<file path="src/rtl/video_timing_pkg.sv">
// video_timing_pkg: shared constants and counter-width helper for the raster timing generator
package video_timing_pkg;
  localparam logic CSYNC_XNOR = 1'b0;
  localparam logic CSYNC_AND  = 1'b1;
  function automatic int cnt_width(input int n);
    return (n <= 2) ? 1 : $clog2(n);
  endfunction
endpackage

</file>
<file path="src/rtl/timing_axis_counter.sv">
// timing_axis_counter: one raster axis (pixels or lines) with sync and blanking decode
module timing_axis_counter
  import video_timing_pkg::*;
#(
  parameter int TOTAL      = 448,
  parameter int SYNC_START = 320,
  parameter int SYNC_LEN   = 32,
  parameter int ACTIVE     = 256,
  localparam int W         = cnt_width(TOTAL)
) (
  input  logic         clk14,
  input  logic         rst_n,
  input  logic         clr,
  input  logic         inc,
  output logic [W-1:0] cnt,
  output logic         wrap,
  output logic         sync,
  output logic         blank
);
  logic [31:0] c;
  assign c     = 32'(cnt);
  assign wrap  = inc && c == TOTAL - 1;
  assign sync  = c >= SYNC_START && c < SYNC_START + SYNC_LEN;
  assign blank = c >= ACTIVE;
  always_ff @(posedge clk14)
    if (!rst_n || clr) cnt <= '0;
    else if (inc) cnt <= wrap ? '0 : cnt + 1'b1;
endmodule

</file>
<file path="src/rtl/video_timing_gen.sv">
// video_timing_gen: parametrised raster timing source with pixel divider,
// h/v sync, blanking, composite sync and line/frame strobes
module video_timing_gen
  import video_timing_pkg::*;
#(
  parameter int CLK_DIV     = 2,
  parameter int H_TOTAL     = 448,
  parameter int V_TOTAL     = 320,
  parameter int HSYNC_START = 320,
  parameter int HSYNC_LEN   = 32,
  parameter int VSYNC_START = 248,
  parameter int VSYNC_LEN   = 8,
  parameter int H_ACTIVE    = 256,
  parameter int V_ACTIVE    = 192
) (
  input  logic                          clk14,
  input  logic                          rst_n,
  input  logic                          en,
  input  logic                          resync,
  input  logic                          csync_mode,
  output logic                          pix_ce,
  output logic [cnt_width(H_TOTAL)-1:0] hc,
  output logic [cnt_width(V_TOTAL)-1:0] vc,
  output logic                          hsync_n,
  output logic                          vsync_n,
  output logic                          csync_n,
  output logic                          hblank,
  output logic                          vblank,
  output logic                          line_start,
  output logic                          frame_start
);
  localparam int DW = cnt_width(CLK_DIV);
  logic [DW-1:0] div;
  logic h_wrap, v_wrap, hs, vs;
  if (CLK_DIV < 1 || H_TOTAL < 1 || V_TOTAL < 1 || HSYNC_LEN < 1 || VSYNC_LEN < 1 ||
      H_ACTIVE < 1 || V_ACTIVE < 1 || H_ACTIVE > H_TOTAL || V_ACTIVE > V_TOTAL ||
      HSYNC_START + HSYNC_LEN > H_TOTAL || VSYNC_START + VSYNC_LEN > V_TOTAL) begin : g_bad_geometry
    $error("video_timing_gen: invalid raster geometry");
  end
  // strobes are gated by reset and resync so a restart never emits a stray pixel or wrap
  assign pix_ce = rst_n && en && !resync && 32'(div) == CLK_DIV - 1;
  always_ff @(posedge clk14)
    if (!rst_n || resync) div <= '0;
    else if (en) div <= pix_ce ? '0 : div + 1'b1;
  timing_axis_counter #(
    .TOTAL(H_TOTAL), .SYNC_START(HSYNC_START), .SYNC_LEN(HSYNC_LEN), .ACTIVE(H_ACTIVE)
  ) u_h (
    .clk14(clk14), .rst_n(rst_n), .clr(resync), .inc(pix_ce),
    .cnt(hc), .wrap(h_wrap), .sync(hs), .blank(hblank)
  );
  timing_axis_counter #(
    .TOTAL(V_TOTAL), .SYNC_START(VSYNC_START), .SYNC_LEN(VSYNC_LEN), .ACTIVE(V_ACTIVE)
  ) u_v (
    .clk14(clk14), .rst_n(rst_n), .clr(resync), .inc(h_wrap),
    .cnt(vc), .wrap(v_wrap), .sync(vs), .blank(vblank)
  );
  always_ff @(posedge clk14)
    if (!rst_n) csync_n <= 1'b1;
    else if (pix_ce) csync_n <= (csync_mode == CSYNC_AND) ? ~(hs | vs) : ~(hs ^ vs);
  assign hsync_n     = ~hs;
  assign vsync_n     = ~vs;
  assign line_start  = h_wrap;
  assign frame_start = v_wrap;
endmodule

</file>
<file path="config.mk">
export PLATFORM = sky130hd
export DESIGN_NAME = video_timing_gen
export DESIGN_NICKNAME = d
export VERILOG_FILES = /design/src/rtl/video_timing_pkg.sv /design/src/rtl/timing_axis_counter.sv /design/src/rtl/video_timing_gen.sv
export SDC_FILE = /design/constraint.sdc
export NUM_CORES = 1
export LEC_CHECK = 0
export CAP_MARGIN = 20
export CORE_ASPECT_RATIO = 1.1
export CORE_MARGIN = 2
export CORE_UTILIZATION = 45
export DETAILED_ROUTE_END_ITERATION = 16
export GPL_TIMING_DRIVEN = 0
export PLACE_DENSITY_LB_ADDON = 0.3
export SLEW_MARGIN = 10
export SYNTH_ARGS = -nofsm -noshare
export SYNTH_HDL_FRONTEND = slang
export SYNTH_SLANG_ARGS = --single-unit
export TNS_END_PERCENT = 1
</file>
<file path="constraint.sdc">
create_clock -name clk14 -period 4.8 [get_ports clk14]
set_input_delay 0.96 -clock clk14 [delete_from_list [all_inputs] [get_ports clk14]]
set_output_delay 0.96 -clock clk14 [all_outputs]
set_load 0.02 [all_outputs]
</file>
==> flow_summary.json <==
{
  "path_class": "in2out",
  "fp.dieH_um": 55.0,
  "pre_cts_ws_ps": 515,
  "ioPinCount": 31,
  "r2r_start": "u_h.cnt[0]",
  "die-area_mm2": 0.00277,
  "period_share": 0.890,
  "outcome": "complete, no violations",
  "min_period_ps": 4270,
  "clock-sinks": 20,
  "start_util": 0.473,
  "grt_pass1_wl_mm": 3.80,
  "tns_ps": 0,
  "cts_hold_buffers": 0,
  "maxSlewHeadroom": 0.555,
  "grt_pass1_vias": 865,
  "port_buffers": 30,
  "dpl.hpwl_mm": 1.83,
  "grtUsageTotal": 0.186,
  "postRouteAntennaNets": 0,
  "dr.pass1.iters": 4,
  "antenna_found_initial": 0,
  "synth_warnings": 0,
  "hold_start": "u_h.cnt[1]",
  "cts_resized": 0,
  "peakVddDrop_mv": 0.152,
  "routabilityCongestion": 0.847,
  "wire_per_inst_um": 12.3,
  "clk_pin_slew_ps": 120,
  "grt_max_degree": 12,
  "cts-root-buf": "clkbuf_4",
  "cpPeakStageDelay_ps": 630,
  "drc": 0,
  "grt-ovfl-total": 0,
  "num_vias": 1031,
  "crit_family": "buffers and inverters",
  "p_total_uw": 280,
  "ff2ff_path_depth": 6,
  "core.rowCount": 18,
  "clock_skew_ps": 1.55,
  "synth_mux_area_frac": 0.0188,
  "cp.required_ps": 3840,
  "clkLatencyLatePin_ps": 300,
  "path_common_cell": "clkdlybuf4s50_1",
  "cp.buffers_inverters": 4,
  "rsz0062_at_grt": "no",
  "die_width_um": 50.4,
  "crit_path_start_kind": "primary input",
  "arrival_ps": 3310,
  "hold_viol_final": 0,
  "critPathMaxFanout": 10,
  "ys_seq_elements": 20,
  "synth_top_family_by_area": "simple AND/OR/NAND/NOR gates",
  "yosysSeqAreaShare": 0.376,
  "rrSetupSlack_ps": 2640,
  "worst_pin_slew_ps": 661,
  "synthToLayoutAreaGrowth_pct": 35.1,
  "critPathCaptureType": "primary output",
  "hp-class": "reg2reg",
  "max-cap-violations": 0,
  "hold_path_depth": 2,
  "synthSimpleGateAreaFrac": 0.297,
  "ys_types": 31,
  "synth_xor_area_frac": 0.0657,
  "final_layout_size_suffix_gt1_frac": 0.0542,
  "slew_violations": 0,
  "synth_compound_area_frac": 0.116,
  "syn-instance-count": 132,
  "htreeDepth": 1,
  "holdWs_ps": 536,
  "core_mm2": 0.00225,
  "final_nets": 177,
  "numCtsBuffers": 3,
  "diodes": 0,
  "synth-adder-area-share": 0.0587,
  "worst_slack_ps": 527,
  "r2r_end": "u_v.cnt[7]",
  "drt_iter0_drc": 28,
  "worstPathCellList": "clkdlybuf4s50_1 > nand4b_1 > buf_2 > or4_4 > buf_6 > nor3_1 > clkdlybuf4s50_1",
  "syn_nets": 142,
  "p_per_area_mw_per_mm2": 194,
  "synth_area_mm2": 0.00107,
  "min_to": "u_h.cnt[1]",
  "cpMaxStageDelayCell": "clkdlybuf4s50_1",
  "cts_tree": "done",
  "fmax_mhz": 234,
  "wl_mm": 2.42,
  "post-cts-setup-buffers": 0,
  "vias_per_cell": 5.26,
  "finalSetupViolations": 0,
  "cts_max_path_buffers": 2,
  "p_leak_uw": 0.000438,
  "postSynthAreaPerCell_um2": 8.08
}
[cells in the final DEF (no fill, tap or decap), drive strengths merged]
| master | count |
|---|---|
| a31oi | 1 |
| nor2b | 3 |
| inv | 12 |
| o31ai | 2 |
| clkbuf | 7 |
| mux2i | 2 |
| nand3 | 6 |
| xnor2 | 7 |
| nor2 | 12 |
| a21oi | 11 |
| or3 | 5 |
| buf | 2 |
| or4 | 4 |
| nand4b | 3 |
| dfxtp | 20 |
| nand2 | 11 |
| ha | 5 |
| clkdlybuf4s50 | 30 |
| o21ai | 5 |
| xor2 | 1 |
| nor4 | 2 |
| nand2b | 2 |
| a31o | 1 |
| nand4 | 4 |
| o41ai | 1 |
| nor3b | 1 |
| nor3 | 5 |
| nand3b | 1 |
[how the worst max path moves through the flow]
stage	from	to	slack, ps	cells past startpoint
after CTS	en	frame_start	510	7
after global routing	en	frame_start	370	7
after global placement	en	frame_start	530	7
after floorplan	resync	frame_start	1390	5
after detailed placement	en	frame_start	520	7
final	en	frame_start	530	7
[stage by stage]
step,instances,util,area (um2)
4_1_cts,196,0.639,1440
5_1_grt,196,0.639,1440
3_3_place_gp,192,0.623,1400
6_report,196,0.639,1440
3_5_place_dp,192,0.623,1400
2_1_floorplan,132,-,1070
[cell usage after synthesis]
cell / number / area, um2
buf_6: 1 / 11.3
nor3b_1: 1 / 7.51
o41ai_1: 1 / 8.76
nor4_1: 2 / 12.5
nand2_1: 11 / 41.3
o31ai_1: 1 / 7.51
a31oi_1: 1 / 6.26
inv_1: 12 / 45.0
nor3_1: 5 / 25.0
a21oi_1: 11 / 55.1
o21ai_0: 2 / 10.0
xnor2_1: 7 / 61.3
nand4b_1: 3 / 26.3
nand2b_1: 2 / 12.5
o21ai_1: 3 / 15.0
or4_4: 1 / 11.3
or4_1: 3 / 22.5
xor2_1: 1 / 8.76
o31ai_2: 1 / 12.5
nor2b_1: 3 / 18.8
nor2_1: 12 / 45.0
nand4_1: 4 / 25.0
or3_1: 5 / 31.3
mux2i_1: 2 / 20.0
dfxtp_1: 20 / 400
nand3_1: 6 / 30.0
buf_2: 1 / 5.00
nand3b_1: 1 / 7.51
ha_1: 5 / 62.6
a31o_2: 1 / 8.76
clkbuf_1: 3 / 11.3
[logic make-up after synthesis]
kind of cell,count (synthesis)
adder cells (fa/ha/maj),5
AO/OA/AOI/OAI,21
XOR/XNOR,8
AND/OR/NAND/NOR,59
multiplexers,2
buffers and inverters,17
flip-flops,20
[final cells by class]
cell class | instances | area, um2
tap | 30 | 37.5
multi-input combinational | 95 | 593
timing repair buffer | 30 | 300
inverter | 12 | 45.0
clock buffer | 4 | 36.3
buffer | 5 | 27.5
sequential | 20 | 400
fill | 202 | 812
[report_power, final]
group / leakage [uW] / switching, uW / internal, uW
clock: 0.0000210 / 55.0 / 46.3
combinational: 0.000255 / 5.88 / 5.66
sequential: 0.000161 / 0.726 / 167
[state kept, by name, indices dropped and copies added, names as in the netlist]
signal,flops
div,1
csync_n,1
u_v.cnt,9
u_h.cnt,9
[per-layer routing]
metal	vias to the layer above	global-route usage	part of all wire
met2	21	0.329	0.48
met5	-	0	0
met1	481	0.226	0.48
met4	0	0.0811	0.011
li1	525	-	-
met3	4	0.0349	0.031
[worst min-delay path, cell delays in order (launching register included)]
cell and delay (ps):
dfxtp_1 370, nand2_1 70, a21oi_1 60
Power figures use the tool's default switching activity.
